## src/rtl/mem_access_arbiter.sv

```systemverilog
// mem_access_arbiter: sole owner of the shared SRAM macro port.
// Arbitrates three requesters (ADC sample write, EPC write, word read) and
// sequences each grant through precharge, access and completion phases.
// Ports:
//   clk, reset                       clock, asynchronous active-high reset
//   adc_req/bank/addr/wdata/done     sensor write requester
//   epc_req/addr/wdata/done          EPC write requester (bank 3'd1 fixed)
//   rd_req/bank/addr/data/valid      read requester
//   bank_err                         grant aborted, bank not one-hot
//   busy                             high whenever the sequencer is not idle
//   mem_read_in, mem_data_out, PC_B, WE, SE, mem_address, mem_sel  macro port
module mem_access_arbiter #(
  parameter int unsigned ADDR_W        = 6,
  parameter int unsigned DATA_W        = 16,
  parameter int unsigned PRECHARGE_CYC = 1,
  parameter int unsigned ACCESS_CYC    = 1,
  parameter int unsigned STARVE_MAX    = 2
) (
  input  logic              clk,
  input  logic              reset,
  input  logic              adc_req,
  input  logic [2:0]        adc_bank,
  input  logic [ADDR_W-1:0] adc_addr,
  input  logic [DATA_W-1:0] adc_wdata,
  output logic              adc_done,
  input  logic              epc_req,
  input  logic [ADDR_W-1:0] epc_addr,
  input  logic [DATA_W-1:0] epc_wdata,
  output logic              epc_done,
  input  logic              rd_req,
  input  logic [2:0]        rd_bank,
  input  logic [ADDR_W-1:0] rd_addr,
  output logic [DATA_W-1:0] rd_data,
  output logic              rd_valid,
  output logic              bank_err,
  output logic              busy,
  input  logic [DATA_W-1:0] mem_read_in,
  output logic [DATA_W-1:0] mem_data_out,
  output logic              PC_B,
  output logic              WE,
  output logic              SE,
  output logic [ADDR_W-1:0] mem_address,
  output logic [2:0]        mem_sel
);

  localparam int unsigned MaxCyc  = (PRECHARGE_CYC > ACCESS_CYC) ? PRECHARGE_CYC : ACCESS_CYC;
  localparam int unsigned CntW    = (MaxCyc > 1) ? $clog2(MaxCyc) : 1;
  localparam int unsigned StarveW = (STARVE_MAX > 0) ? $clog2(STARVE_MAX + 1) : 1;
  localparam logic [CntW-1:0]    PrechLast = CntW'(PRECHARGE_CYC - 1);
  localparam logic [CntW-1:0]    AccLast   = CntW'(ACCESS_CYC - 1);
  localparam logic [StarveW-1:0] StarveTop = StarveW'(STARVE_MAX);

  typedef enum logic [1:0] {StIdle, StPrech, StAccess, StDone} state_e;
  typedef enum logic [1:0] {OpAdc, OpEpc, OpRead} op_e;

  state_e              state_q, state_d;
  op_e                 op_q, op_d, grant_op;
  logic                err_q, err_d;
  logic [CntW-1:0]     cnt_q, cnt_d;
  logic [StarveW-1:0]  starve_q, starve_d;
  logic [ADDR_W-1:0]   addr_q, addr_d, grant_addr;
  logic [2:0]          sel_q, sel_d, grant_bank;
  logic [DATA_W-1:0]   wdata_q, wdata_d, grant_wdata;
  logic [DATA_W-1:0]   rdata_q, rdata_d;
  logic                grant, bank_ok;
  logic                pc_b_q, we_q, se_q, busy_q;
  logic                adc_done_q, epc_done_q, rd_valid_q, bank_err_q;

  always_comb begin
    state_d     = state_q;
    op_d        = op_q;
    err_d       = err_q;
    cnt_d       = cnt_q;
    starve_d    = starve_q;
    addr_d      = addr_q;
    sel_d       = sel_q;
    wdata_d     = wdata_q;
    rdata_d     = rdata_q;
    grant       = 1'b0;
    grant_op    = OpAdc;
    grant_addr  = adc_addr;
    grant_bank  = adc_bank;
    grant_wdata = adc_wdata;

    unique case (state_q)
      StIdle: begin
        // A starved read overrides the fixed write priority.
        if (rd_req && (starve_q == StarveTop)) begin
          grant      = 1'b1;
          grant_op   = OpRead;
          grant_addr = rd_addr;
          grant_bank = rd_bank;
        end else if (adc_req) begin
          grant      = 1'b1;
        end else if (epc_req) begin
          grant       = 1'b1;
          grant_op    = OpEpc;
          grant_addr  = epc_addr;
          grant_bank  = 3'd1;
          grant_wdata = epc_wdata;
        end else if (rd_req) begin
          grant      = 1'b1;
          grant_op   = OpRead;
          grant_addr = rd_addr;
          grant_bank = rd_bank;
        end

        if (!rd_req || (grant && (grant_op == OpRead))) begin
          starve_d = '0;
        end else if (grant && (starve_q != StarveTop)) begin
          starve_d = starve_q + 1'b1;
        end

        if (grant) begin
          op_d  = grant_op;
          err_d = !bank_ok;
          cnt_d = '0;
          if (bank_ok) begin
            state_d = StPrech;
            addr_d  = grant_addr;
            sel_d   = grant_bank;
            if (grant_op != OpRead) wdata_d = grant_wdata;
          end else begin
            // Bad bank: skip straight to completion, macro port untouched.
            state_d = StDone;
          end
        end
      end
      StPrech: begin
        if (cnt_q == PrechLast) begin
          state_d = StAccess;
          cnt_d   = '0;
        end else begin
          cnt_d = cnt_q + 1'b1;
        end
      end
      StAccess: begin
        if (cnt_q == AccLast) begin
          state_d = StDone;
          if (op_q == OpRead) rdata_d = mem_read_in;
        end else begin
          cnt_d = cnt_q + 1'b1;
        end
      end
      StDone: state_d = StIdle;
      default: state_d = StIdle;
    endcase
  end

  assign bank_ok = (grant_bank != 3'd0) && ((grant_bank & (grant_bank - 3'd1)) == 3'd0);

  // Outputs are registered from the next state so they line up with state_q.
  always_ff @(posedge clk or posedge reset) begin
    if (reset) begin
      state_q    <= StIdle;
      op_q       <= OpAdc;
      err_q      <= 1'b0;
      cnt_q      <= '0;
      starve_q   <= '0;
      addr_q     <= '0;
      sel_q      <= '0;
      wdata_q    <= '0;
      rdata_q    <= '0;
      pc_b_q     <= 1'b1;
      we_q       <= 1'b0;
      se_q       <= 1'b0;
      busy_q     <= 1'b0;
      adc_done_q <= 1'b0;
      epc_done_q <= 1'b0;
      rd_valid_q <= 1'b0;
      bank_err_q <= 1'b0;
    end else begin
      state_q    <= state_d;
      op_q       <= op_d;
      err_q      <= err_d;
      cnt_q      <= cnt_d;
      starve_q   <= starve_d;
      addr_q     <= addr_d;
      sel_q      <= sel_d;
      wdata_q    <= wdata_d;
      rdata_q    <= rdata_d;
      pc_b_q     <= (state_d != StPrech);
      we_q       <= (state_d == StAccess) && (op_d != OpRead);
      se_q       <= (state_d == StAccess) && (op_d == OpRead);
      busy_q     <= (state_d != StIdle);
      adc_done_q <= (state_d == StDone) && (op_d == OpAdc) && !err_d;
      epc_done_q <= (state_d == StDone) && (op_d == OpEpc) && !err_d;
      rd_valid_q <= (state_d == StDone) && (op_d == OpRead) && !err_d;
      bank_err_q <= (state_d == StDone) && err_d;
    end
  end

  assign mem_address  = addr_q;
  assign mem_sel      = sel_q;
  assign mem_data_out = wdata_q;
  assign rd_data      = rdata_q;
  assign PC_B         = pc_b_q;
  assign WE           = we_q;
  assign SE           = se_q;
  assign busy         = busy_q;
  assign adc_done     = adc_done_q;
  assign epc_done     = epc_done_q;
  assign rd_valid     = rd_valid_q;
  assign bank_err     = bank_err_q;

endmodule

```

## config.mk

```make
export PLATFORM = sky130hd
export DESIGN_NAME = mem_access_arbiter
export DESIGN_NICKNAME = d
export VERILOG_FILES = /design/src/rtl/mem_access_arbiter.sv
export SDC_FILE = /design/constraint.sdc
export NUM_CORES = 1
export LEC_CHECK = 0
export CAP_MARGIN = 30
export CORE_ASPECT_RATIO = 1.25
export CORE_MARGIN = 3
export CORE_UTILIZATION = 53
export CTS_BUF_LIST = sky130_fd_sc_hd__clkbuf_8
export CTS_CLUSTER_DIAMETER = 120
export CTS_CLUSTER_SIZE = 30
export DETAILED_ROUTE_END_ITERATION = 7
export DONT_BUFFER_PORTS = 1
export PLACE_DENSITY = 0.71
export SKIP_LAST_GASP = 1
export SLEW_MARGIN = 25
export SYNTH_ARGS = -nofsm -noshare
export SYNTH_HDL_FRONTEND = slang
export SYNTH_SLANG_ARGS = --single-unit
export TNS_END_PERCENT = 1
```

## constraint.sdc

```tcl
create_clock -name clk -period 3.39 [get_ports clk]
set_input_delay 0.5085 -clock clk [delete_from_list [all_inputs] [get_ports clk]]
set_output_delay 0.5085 -clock clk [all_outputs]
set_load 0.03 [all_outputs]
```

==> flow_summary.ini <==
[outcome]
status = finished, final reports clean

[yosys]
ys.flop_type = dfrtp_1
syn_area_per_cell_um2 = 12.52
synth-edff-count = 0
synthesis.area_mm2 = 0.002804
synth_nets = 305
ys_ff_latch = 56
ys_seq_area_share_pct = 50.02
synth_cells = 224
async_flop_share_pct = 100.0
ys_types = 51
yosys_warnings = 0

[pwr]
total_power_mw = 3.039
powerDensity_mw_per_mm2 = 1023
ir_drop_mv = 0.5639
p_leak_nw = 1.299

[final_layout]
layout-drive-gt1-share_pct = 31.58
antenna_cells = 0
nets = 308
area_growth_pct = 5.935
seq_area_mm2 = 0.001403
fill_cells = 433
multi_input_area_mm2 = 0.001269

[hold_path]
worstHoldPathType = in -> async

[place]
port_buffers = 0
dp_hpwl_mm = 4.088
gp_congestion = 0.8323

[critical_path]
crit_buf_inv = 2
required_ps = 3590
worst_setup_path_start_kind = register
arrival_ps = 3040
cp_max_fo = 16
max_stage_delay_ps = 410
end_kind = register
critical_path_class = reg -> reg
crit_chain = inv_1 > ha_1 > and2_4 > a22o_1 > o22ai_2 > a211oi_2 > and3b_1 > buf_4 > mux2_2
slowest_stage = dfrtp_1
cpLargestDelayFamily = compound AO/OA/AOI/OAI gates

[die]
start_util_pct = 55.20
ioPinCount = 126
die_h_um = 87.32
coreArea_mm2 = 0.005080
die_w_um = 71.06
dieArea_mm2 = 0.006205
fp-row-count = 29

[routing]
wl_per_cell_um = 18.99
drc_errors = 0
viasPerCell = 6.000
routed-via-count = 1740
drt-total-wl_mm = 5.506
drt_iter0_drc = 122
drtPass1Iterations = 6
final_antenna_net_count = 0

[sta]
fmax_mhz = 351.0
report.final.slew_viol_count = 0
worst_slew_pin_slew_ps = 768.4
finClkSkew_ps = 5.195
hold_violations = 0
whs_ps = 189.7
rsz0062_at_grt = no
slew_headroom_pct = 48.71
setup_viol = 0
period_minus_slack_ps = 2849
period_share_pct = 84.05
tns_ps = 0

[clocking]
clk_pin_slew_ps = 100
clock_path_buffers = 2
insertion_delay_ps = 300
postCtsResizedCells = 0
cts_buffers = 5
cts_hold_buf = 0
clkSinkCount = 56
htree_levels = 2
cts_tree = yes
post_cts_buffers = 0
cts-root-buf = clkbuf_8

[grt]
antenna_found_initial = 0
grt_pass1_wl_mm = 8.342
grt_pass1_vias = 1701
grt_max_degree = 46
globalRouteOverflowTotal = 0
grtUsageTotal_pct = 17.22

[job]
maxCapViolations = 0
metrics by stage:
step | cells | utilization [%] | setup WS [ps] | cell area [µm²]
3_3_place_gp | 281 | 56.03 | 655.2 | 2846
5_1_grt | 290 | 58.47 | 336.5 | 2970
4_1_cts | 289 | 58.23 | 536.0 | 2958
6_report | 290 | 58.47 | 540.6 | 2970
3_5_place_dp | 281 | 56.03 | 559.1 | 2846
2_1_floorplan | 224 | - | 1091 | 2804
cell type report:
| class | instances | share of cell area, % |
|---|---|---|
| Clock buffer | 5 | 2.317 |
| Clock inverter | 3 | 1.432 |
| Inverter | 18 | 2.317 |
| Multi-Input combinational cell | 141 | 42.71 |
| Sequential cell | 56 | 47.22 |
| Tap cell | 62 | 2.612 |
| Timing Repair Buffer | 5 | 1.390 |
layer usage:
| metal | up-vias | track usage, % | wire (µm) |
|---|---|---|---|
| met5 | - | 0 | 0 |
| met4 | 0 | 7.179 | 125 |
| met3 | 11 | 4.965 | 451 |
| met2 | 74 | 29.03 | 2845 |
| met1 | 837 | 20.60 | 2083 |
| li1 | 818 | - | - |
logic make-up (layout without fill, tap and decap cells):
logic type / Yosys count / count (layout) / share of synthesized area [%]
flip-flops: 56 / 56 / 50.02
buffers and inverters: 27 / 31 / 4.864
AO/OA/AOI/OAI: 41 / 41 / 11.96
adder cells (fa/ha/maj): 4 / 4 / 1.785
multiplexers: 57 / 57 / 23.69
XOR/XNOR: 1 / 1 / 0.3124
AND/OR/NAND/NOR: 38 / 38 / 7.362
layout by cell type, fill, tap and decap left out, drive strengths merged, types with 2 or more instances in the layout:
master  netlist  routed
a211oi        3       3
a21oi         4       4
a222oi        6       6
a22o          3       3
and2          3       3
buf           4       5
clkbuf        5       5
clkinv        0       2
dfrtp        55      55
ha            4       4
inv          18      17
mux2         48      48
mux2i         9       9
nand2         8       8
nand2b        2       2
nor2          9       9
nor2b         5       5
nor3          2       2
nor4          2       2
o21a          2       2
o21ai         5       5
o22ai         3       3
o31ai         2       2
o32ai         2       2
or3           2       2
cells in the mapped netlist (2+ instances only):
master / instances / share of area (%)
a211oi_1: 2 / 0.54
a21oi_1: 4 / 0.71
a222oi_1: 6 / 2.1
a22o_1: 3 / 0.94
and2_1: 2 / 0.45
buf_6: 2 / 0.80
clkbuf_1: 5 / 0.67
dfrtp_1: 55 / 49
ha_1: 4 / 1.8
inv_1: 18 / 2.4
mux2_2: 38 / 15
mux2_4: 9 / 4.8
mux2i_1: 9 / 3.2
nand2_1: 8 / 1.1
nand2b_1: 2 / 0.45
nor2_1: 9 / 1.2
nor2b_1: 4 / 0.89
nor3_1: 2 / 0.36
nor4_1: 2 / 0.45
o21a_1: 2 / 0.54
o21ai_0: 4 / 0.71
o22ai_2: 2 / 0.89
o31ai_1: 2 / 0.54
o32ai_1: 2 / 0.62
or3_1: 2 / 0.45
worst paths after layout:
| path | slack (ps) | end | cells after the start | startpoint |
|---|---|---|---|---|
| min in group clk | 340 | starve_q[1]$_DFFE_PP0P_ | 2 | rd_req |
| max in group asynchronous | 2490 | PC_B$_DFF_PP1_ | 2 | reset |
| worst min-delay path | 190 | mem_data_out[12]$_DFFE_PP0P_ | 1 | reset |
| worst max register to register | 540 | mem_data_out[15]$_DFFE_PP0P_ | 9 | state_q[1]$_DFF_PP0_ |
| worst min register to register | 540 | starve_q[0]$_DFFE_PP0P_ | 3 | starve_q[0]$_DFFE_PP0P_ |
| worst max-delay path | 540 | mem_data_out[15]$_DFFE_PP0P_ | 9 | state_q[1]$_DFF_PP0_ |
state kept, by name, indices dropped and copies added (netlist names), 2 cells and up:
name,cells
op_q,2
mem_data_out,16
mem_sel,3
rd_data,16
state_q,2
mem_address,6
starve_q,2
where the power goes:
group	switching, mW	leakage (nW)	internal [mW]	total (mW)
Clock	0.210	0.0541	0.219	0.429
Combinational	0.413	0.576	0.443	0.856
Sequential	0.770	0.669	0.984	1.75
Note: power is estimated with default switching activity, not from simulation.
